===== config.mk =====
export PLATFORM = sky130hd
export DESIGN_NAME = seq_add_sub_n
export DESIGN_NICKNAME = d
export VERILOG_FILES = /design/src/rtl/add_pkg.sv /design/src/rtl/chunk_adder.sv /design/src/rtl/seq_add_sub_n.sv
export SDC_FILE = /design/constraint.sdc
export NUM_CORES = 1
export LEC_CHECK = 0
export BUFFER_PORTS_ARGS = -buffer_cell sky130_fd_sc_hd__buf_2
export CORE_MARGIN = 1.5
export CORE_UTILIZATION = 59
export CTS_CLUSTER_DIAMETER = 200
export DETAILED_ROUTE_END_ITERATION = 6
export PLACE_DENSITY = 0.93
export SKIP_CTS_REPAIR_TIMING = 1
export SLEW_MARGIN = 10
export SYNTH_ARGS = -nofsm -noshare
export SYNTH_HDL_FRONTEND = slang
export SYNTH_HIERARCHICAL = 1
export SYNTH_SLANG_ARGS = --single-unit

===== constraint.sdc =====
create_clock -name clk -period 10.95 [get_ports clk]
set_input_delay 2.19 -clock clk [delete_from_list [all_inputs] [get_ports clk]]
set_output_delay 2.19 -clock clk [all_outputs]
set_load 0.005 [all_outputs]

===== src/rtl/add_pkg.sv =====
// Shared definitions for the sliced adder/subtractor.
package add_pkg;

    typedef enum logic [1:0] {
        ST_IDLE = 2'd0,
        ST_RUN  = 2'd1,
        ST_DONE = 2'd2
    } state_e;

    // Width of a counter that must hold 0..n-1, never narrower than one bit
    function automatic int unsigned idx_width(input int unsigned n);
        return (n <= 1) ? 1 : $clog2(n);
    endfunction

endpackage


===== src/rtl/chunk_adder.sv =====
// Combinational ripple-carry adder for one CHUNK-bit slice.
module chunk_adder #(
    parameter int unsigned CHUNK = 4
) (
    input  logic [CHUNK-1:0] a_i,
    input  logic [CHUNK-1:0] b_i,
    input  logic             c_i,
    output logic [CHUNK-1:0] sum_o,
    output logic             c_o
);

    logic [CHUNK:0] carry_c;

    // Ripple the carry through CHUNK full adders
    always_comb begin
        carry_c    = '0;
        sum_o      = '0;
        carry_c[0] = c_i;
        for (int unsigned i = 0; i < CHUNK; i++) begin
            sum_o[i]       = a_i[i] ^ b_i[i] ^ carry_c[i];
            carry_c[i + 1] = (a_i[i] & b_i[i]) | (carry_c[i] & (a_i[i] ^ b_i[i]));
        end
        c_o = carry_c[CHUNK];
    end

endmodule


===== src/rtl/seq_add_sub_n.sv =====
// Multi-cycle WIDTH-bit adder/subtractor: one CHUNK-bit slice per clock,
// slices linked through a registered carry, start/busy/done handshake.
module seq_add_sub_n
    import add_pkg::*;
#(
    parameter int unsigned WIDTH = 16,
    parameter int unsigned CHUNK = 4
) (
    input  logic             clk,
    input  logic             reset,
    input  logic             start,
    input  logic             sub,
    input  logic [WIDTH-1:0] a,
    input  logic [WIDTH-1:0] b,
    input  logic             c_in,
    output logic             busy,
    output logic             done,
    output logic [WIDTH-1:0] sum,
    output logic             c_out,
    output logic             overflow
);

    localparam int unsigned NCHUNK = WIDTH / CHUNK;
    localparam int unsigned IDXW   = idx_width(NCHUNK);
    localparam int unsigned MSB    = WIDTH - 1;

    state_e           state_q, state_d;
    logic [WIDTH-1:0] a_q, a_d;
    logic [WIDTH-1:0] b_q, b_d;
    logic [WIDTH-1:0] part_q, part_d;
    logic [WIDTH-1:0] sum_q, sum_d;
    logic             carry_q, carry_d;
    logic             c_out_q, c_out_d;
    logic             ovf_q, ovf_d;
    logic             busy_q, busy_d;
    logic             done_q, done_d;
    logic [IDXW-1:0]  idx_q, idx_d;

    logic [CHUNK-1:0] a_sl_c, b_sl_c, s_sl_c;
    logic             co_sl_c;
    logic             accept_c;
    logic             last_c;

    // A request is taken in any state except RUN (DONE allows back-to-back)
    assign accept_c = start && (state_q != ST_RUN);
    assign last_c   = (state_q == ST_RUN) && (idx_q == IDXW'(NCHUNK - 1));

    // Pick the slice of the latched operands addressed by the index
    always_comb begin
        a_sl_c = '0;
        b_sl_c = '0;
        for (int unsigned k = 0; k < NCHUNK; k++) begin
            if (idx_q == IDXW'(k)) begin
                a_sl_c = a_q[k*CHUNK +: CHUNK];
                b_sl_c = b_q[k*CHUNK +: CHUNK];
            end
        end
    end

    chunk_adder #(
        .CHUNK (CHUNK)
    ) u_chunk_adder (
        .a_i   (a_sl_c),
        .b_i   (b_sl_c),
        .c_i   (carry_q),
        .sum_o (s_sl_c),
        .c_o   (co_sl_c)
    );

    // State register
    always_ff @(posedge clk) begin
        if (reset) begin
            state_q <= ST_IDLE;
        end else begin
            state_q <= state_d;
        end
    end

    // Next-state logic
    always_comb begin
        state_d = state_q;
        case (state_q)
            ST_IDLE: if (start) state_d = ST_RUN;
            ST_RUN:  if (last_c) state_d = ST_DONE;
            ST_DONE: state_d = start ? ST_RUN : ST_IDLE;
            default: state_d = ST_IDLE;
        endcase
    end

    // Datapath and output next values
    always_comb begin
        a_d     = a_q;
        b_d     = b_q;
        carry_d = carry_q;
        idx_d   = idx_q;
        part_d  = part_q;
        sum_d   = sum_q;
        c_out_d = c_out_q;
        ovf_d   = ovf_q;
        busy_d  = (state_d == ST_RUN);
        done_d  = last_c;
        if (accept_c) begin
            // Subtract is a + ~b + 1, so the carry register seeds the +1
            a_d     = a;
            b_d     = sub ? ~b : b;
            carry_d = sub | c_in;
            idx_d   = '0;
        end else if (state_q == ST_RUN) begin
            for (int unsigned k = 0; k < NCHUNK; k++) begin
                if (idx_q == IDXW'(k)) begin
                    part_d[k*CHUNK +: CHUNK] = s_sl_c;
                end
            end
            carry_d = co_sl_c;
            if (last_c) begin
                // Carry into the MSB recovered from the MSB sum bit
                sum_d   = part_d;
                c_out_d = co_sl_c;
                ovf_d   = a_q[MSB] ^ b_q[MSB] ^ s_sl_c[CHUNK-1] ^ co_sl_c;
            end else begin
                idx_d = idx_q + IDXW'(1);
            end
        end
    end

    // Datapath and output registers
    always_ff @(posedge clk) begin
        if (reset) begin
            a_q     <= '0;
            b_q     <= '0;
            carry_q <= 1'b0;
            idx_q   <= '0;
            part_q  <= '0;
            sum_q   <= '0;
            c_out_q <= 1'b0;
            ovf_q   <= 1'b0;
            busy_q  <= 1'b0;
            done_q  <= 1'b0;
        end else begin
            a_q     <= a_d;
            b_q     <= b_d;
            carry_q <= carry_d;
            idx_q   <= idx_d;
            part_q  <= part_d;
            sum_q   <= sum_d;
            c_out_q <= c_out_d;
            ovf_q   <= ovf_d;
            busy_q  <= busy_d;
            done_q  <= done_d;
        end
    end

    assign busy     = busy_q;
    assign done     = done_q;
    assign sum      = sum_q;
    assign c_out    = c_out_q;
    assign overflow = ovf_q;

endmodule


After elaboration in Yosys (flattened, before gate mapping)

Cells that the tools add are included.

Flip-flop bits (word level): 73
Bits in latches: 0
Bits in writable memories: 0
ROM bits: 0
Input bits: 37
Memories: 0

Add/sub/neg operators: 1
Multiply operators: 0
Divide/modulo/power cells: 0
$lt $le $gt $ge: 0
Equality and inequality tests: 7
Shifts and indexed selects: 0
Multiplexer cells: 19
Bitwise operators: 27
Reduce and logical (&&, ||, !) cells: 9

Operators by type and width:

| operator                                               | count |
|---|---|
| 2-to-1 mux 4 bit                                       | 12 |
| 2-to-1 mux 16 bit                                      | 1 |
| NOT 16 bit                                             | 1 |
| XOR 1 bit                                              | 11 |
| AND 1 bit                                              | 8 |
| equality test 2 x 1 -> 1 bit (second input constant)   | 3 |
| equality test 2 bit (second input constant)            | 3 |
| one-hot mux 2 bit (3 select lines)                     | 1 |
| OR 1 bit                                               | 5 |
| zero test 2 bit                                        | 2 |
| 2-to-1 mux 2 bit                                       | 2 |
| AND reduction 2 bit                                    | 2 |
| 2-to-1 mux 1 bit                                       | 3 |
| AND reduction 3 bit                                    | 1 |
| adder 2 x 1 -> 2 bit (second input constant)           | 1 |
| logical AND 1 bit                                      | 2 |
| inequality test 2 x 1 -> 1 bit (second input constant) | 1 |
| NOT 1 bit                                              | 2 |
| nonzero test 2 bit                                     | 1 |
| OR reduction 2 bit                                     | 1 |

Longest topological paths before layout

Depth in word-level cells: 16
Depth in mapped cells: 19
Depth with buffers taken out: 16

By module

The synthesis kept the hierarchy.

By module, submodules not included:

| module        | times used | cells an instance | area each (um^2) | sequential area each (um^2) |
|---|---|---|---|---|
| seq_add_sub_n | 1          | 333               | 3113.0           | 1381.3 |
| chunk_adder   | 1          | 14                | 117.6            | 0.0 |

Least setup slack after synthesis

Ideal clock, no wire load.

Kind: reg-to-reg
From: reg idx_q[0]
To: reg ovf_q (netlist: overflow)
Arrival time: 3495 ps
Setup slack: 7338 ps
Stages on the path, launching flop included: 20
Path buffers: 3
Period minus slack after synthesis: 3612 ps
Path through: dfxtp_1 inv_1 ha_1 buf_4 nor2b_1 buf_2 a221oi_1 o31ai_1 fa_1 inv_1 fa_1 inv_1 fa_1 inv_1 fa_1 inv_1 buf_2 xor2_1 xnor2_1 a22o_1

Longest elaborated chain between the ends: 15
Elaborated cells between the ends (all ways): 33
Classes of those cells: eq/ne: 3; mux: 8; bitwise: 19; reduce/logical: 3

Ends and longest elaborated chain:

| item                           | line                 | source |
|---|---|---|
| start: declaration             | seq_add_sub_n.sv:37  | `logic [IDXW-1:0] idx_q, idx_d;` |
| start signal: assignment       | seq_add_sub_n.sv:143 | `idx_q <= idx_d;` |
| zero test 2 bit                | seq_add_sub_n.sv:53  | `if (idx_q == IDXW'(k)) begin` |
| 2-to-1 mux 4 bit (3 in series) | seq_add_sub_n.sv:53  |  |
| 2-to-1 mux 4 bit (*)           | seq_add_sub_n.sv:53  |  |
| via a_sl_c[0]                  | seq_add_sub_n.sv:39  | `logic [CHUNK-1:0] a_sl_c, b_sl_c, s_sl_c;` |
| XOR 1 bit                      | chunk_adder.sv:21    | `carry_c[i + 1] = (a_i[i] & b_i[i]) \| (carry_c[i] & (a_i[i] ^ b_i[i]));` |
| AND 1 bit                      | chunk_adder.sv:21    |  |
| OR 1 bit (*)                   | chunk_adder.sv:21    |  |
| AND 1 bit (*)                  | chunk_adder.sv:21    |  |
| OR 1 bit (*)                   | chunk_adder.sv:21    |  |
| AND 1 bit (*)                  | chunk_adder.sv:21    |  |
| OR 1 bit (*)                   | chunk_adder.sv:21    |  |
| XOR 1 bit (*)                  | chunk_adder.sv:20    | `sum_o[i] = a_i[i] ^ b_i[i] ^ carry_c[i];` |
| via s_sl_c[3]                  | seq_add_sub_n.sv:39  |  |
| XOR 1 bit (*) (2 in series)    | seq_add_sub_n.sv:119 | `ovf_d = a_q[MSB] ^ b_q[MSB] ^ s_sl_c[CHUNK-1] ^ co_sl_c;` |
| end signal: assignment         | seq_add_sub_n.sv:147 | `ovf_q <= ovf_d;` |
| end: declaration               | seq_add_sub_n.sv:34  | `logic ovf_q, ovf_d;` |

Mark *: on every way through the listed nets, which the timed path passes. The rest lies on a longest branch.
A chain may end at the register's enable or synchronous reset.

Final worst setup path

Ends and elaborated chain as after synthesis.

==> out/metrics.csv <==
metric,value,unit
final WL,6.916,mm
Mapped Nets,392,
RSZ-0062 raised after global routing,false,
Worst Tran Pin Value,1079,ps
GP Congestion,0.8357,
Syn Area/Cell,9.310,µm²
die area,5928,µm²
largest area contributor in the netlist,dfxtp_1,
layout cell share with drive strength beyond 1,20.47,%
worst r2r src,idx_q[0],
Root Buffer,clkbuf_8,
clk slew on worst S/H paths,70,ps
Max Clk Rate,238.6,MHz
Final Critical Period,4192,ps
Hold Crit Class,reg -> reg,
Die Span Y,77.00,µm
Critical path origin,idx_q[0],
Clock Skew,9.647,ps
Mapped Area,3231,µm²
Slew headroom,28.06,%
DRC,0,
Final Util,68.17,%
Worst Setup Start Kind,flip-flop,
Syn-to-layout area delta,9.837,%
PD cells,154.2,nW/µm²
dpl hpwl,4.583,mm
largest net degree at the start of global routing,52,
global-route wire length before repair,11.55,mm
most frequent cells in the layout,"dfxtp_1 (69), buf_2 (56), a21oi_1 (46)",
worst path required time,11190,ps
status,completed,
Max clock buf depth,2,
prevailing post-synth register cell,dfxtp_1,
CORE AREA,5205,µm²
cts bufs inserted,9,
Post-synth EDFFs,0,
DR WL/cell,15.33,µm
"FFs w/ async S/R, synth",0,%
Synth area leaders,"dfxtp_1 (43%), a21oi_1 (7.1%), xnor2_1 (4.9%)",
CTS HTree Levels,3,
CP Class,reg -> reg,
die span in x,77.00,µm
Max Slew Vio Count,0,
setup violators final,0,
Num Clock Sinks,69,
initial core utilization,62.07,%
global route total overflow,0,
layout filler cell count,397,
crit path max fanout,17,
CP Capture Type,flip-flop,
Final TNS setup,0,ps
cell count after synthesis,347,
HP Start,part_q[8],
num rows,26,
IO buf count,56,
"Seq/Total Area, Yosys",42.76,%
synth unique cells,37,
area share of the largest cell type after synthesis,42.76,%
via count,2614,
CP Data Arrival Time,4430,ps
"antenna viol nets, final",0,
Skew-Pair Late Insertion Delay,350,ps
Final Net Count,421,
Tot Pwr,547.2,µW
count of final hold-check violations,0,
Ys Warns,6,
clock tree from TritonCTS,yes,
mean number of vias per cell,5.796,
Initial DRT Pass Iterations,5,
initial DRC count,216,
initial antenna violation count,0,
Leak Pwr,1.426,nW
# diodes,0,
Ports,57,
worst vdd ir,0.00008249,V
vias in the first global route,2547,
number of synthesized register bits,69,
Max Cap Viol,0,
"most common cell after layout, fill and taps aside",dfxtp_1,
GRT Overall Usage,24.75,%
"Period Utilization, post-route",38.28,%
## synth_stat cells, drive strengths merged, types with 4 or more instances
master and instances:
a211oi 16, a21oi 47, a221oi 8, a22o 6, buf 28, clkbuf 10, dfxtp 69, fa 4
ha 4, inv 15, mux2i 15, nand2 18, nand3 25, nand3b 5, nor2 4, nor2b 9
o21ai 16, o2bb2ai 12, o31ai 8, xnor2 18
## final timing paths
check         endpoint  slack (ps)  cells past startpoint
max           overflow        6760                     15
min          part_q[8]         460                      2
max reg2reg   overflow        6760                     15
min reg2reg  part_q[8]         460                      2
## power breakdown
group          switching [mW]  internal, mW
logic                  0.0556        0.0354
clock network          0.0916        0.0934
registers             0.00782         0.263
## per-layer routing
metal / part of all wire, % / wire [µm] / track usage (%)
met1: 41 / 2833 / 28.43
met2: 50 / 3451 / 41.59
met3: 6.9 / 478 / 7.500
met4: 2.2 / 152 / 12.55
met5: 0 / 0 / 0
## flip-flops by register name (all words and copies together), names as in the netlist, 2 cells and up
name     count
sum         16
idx_q        2
a_q         16
part_q      12
state_q      2
b_q         16
## through the flow
stage / hold slack [ps] / area [µm²] / worst slack [ps] / std cells
after global placement: 440.5 / 3371 / 7014 / 435
after global routing: 476.2 / 3548 / 6460 / 451
after detailed placement: 444.0 / 3371 / 6809 / 435
after floorplan: 435.7 / 3231 / 7338 / 347
after CTS: 455.9 / 3548 / 6792 / 451
final: 455.0 / 3548 / 6758 / 451
## worst max-delay path, stage by stage (launching register included)
cell,delay (ps)
dfxtp_1,390
ha_1,640
nor2b_1,310
a221oi_1,340
o31ai_1,150
fa_1,440
inv_1,70
fa_1,160
inv_1,50
fa_1,360
inv_1,80
fa_1,400
inv_1,220
xor2_1,200
xnor2_1,90
a22o_1,180
## logic make-up after synthesis
family,count (synthesis),share of synthesized area [%]
flip-flops,69,42.76
adder cells (fa/ha/maj),8,4.028
AO/OA/AOI/OAI,116,23.24
buffers and inverters,53,8.791
XOR/XNOR,19,5.151
AND/OR/NAND/NOR,67,11.39
multiplexers,15,4.647
## area by class of cell
| cell class | count | area, µm² | share of cell area [%] |
|---|---|---|---|
| Sequential cell | 69 | 1381 | 38.93 |
| Clock inverter | 4 | 22.52 | 0.6347 |
| Multi-Input combinational cell | 225 | 1565 | 44.11 |
| Clock buffer | 12 | 155.1 | 4.372 |
| Timing Repair Buffer | 56 | 280.3 | 7.898 |
| Inverter | 15 | 56.30 | 1.587 |
| Tap cell | 70 | 87.58 | 2.468 |
(Power assumes the default switching activity.)
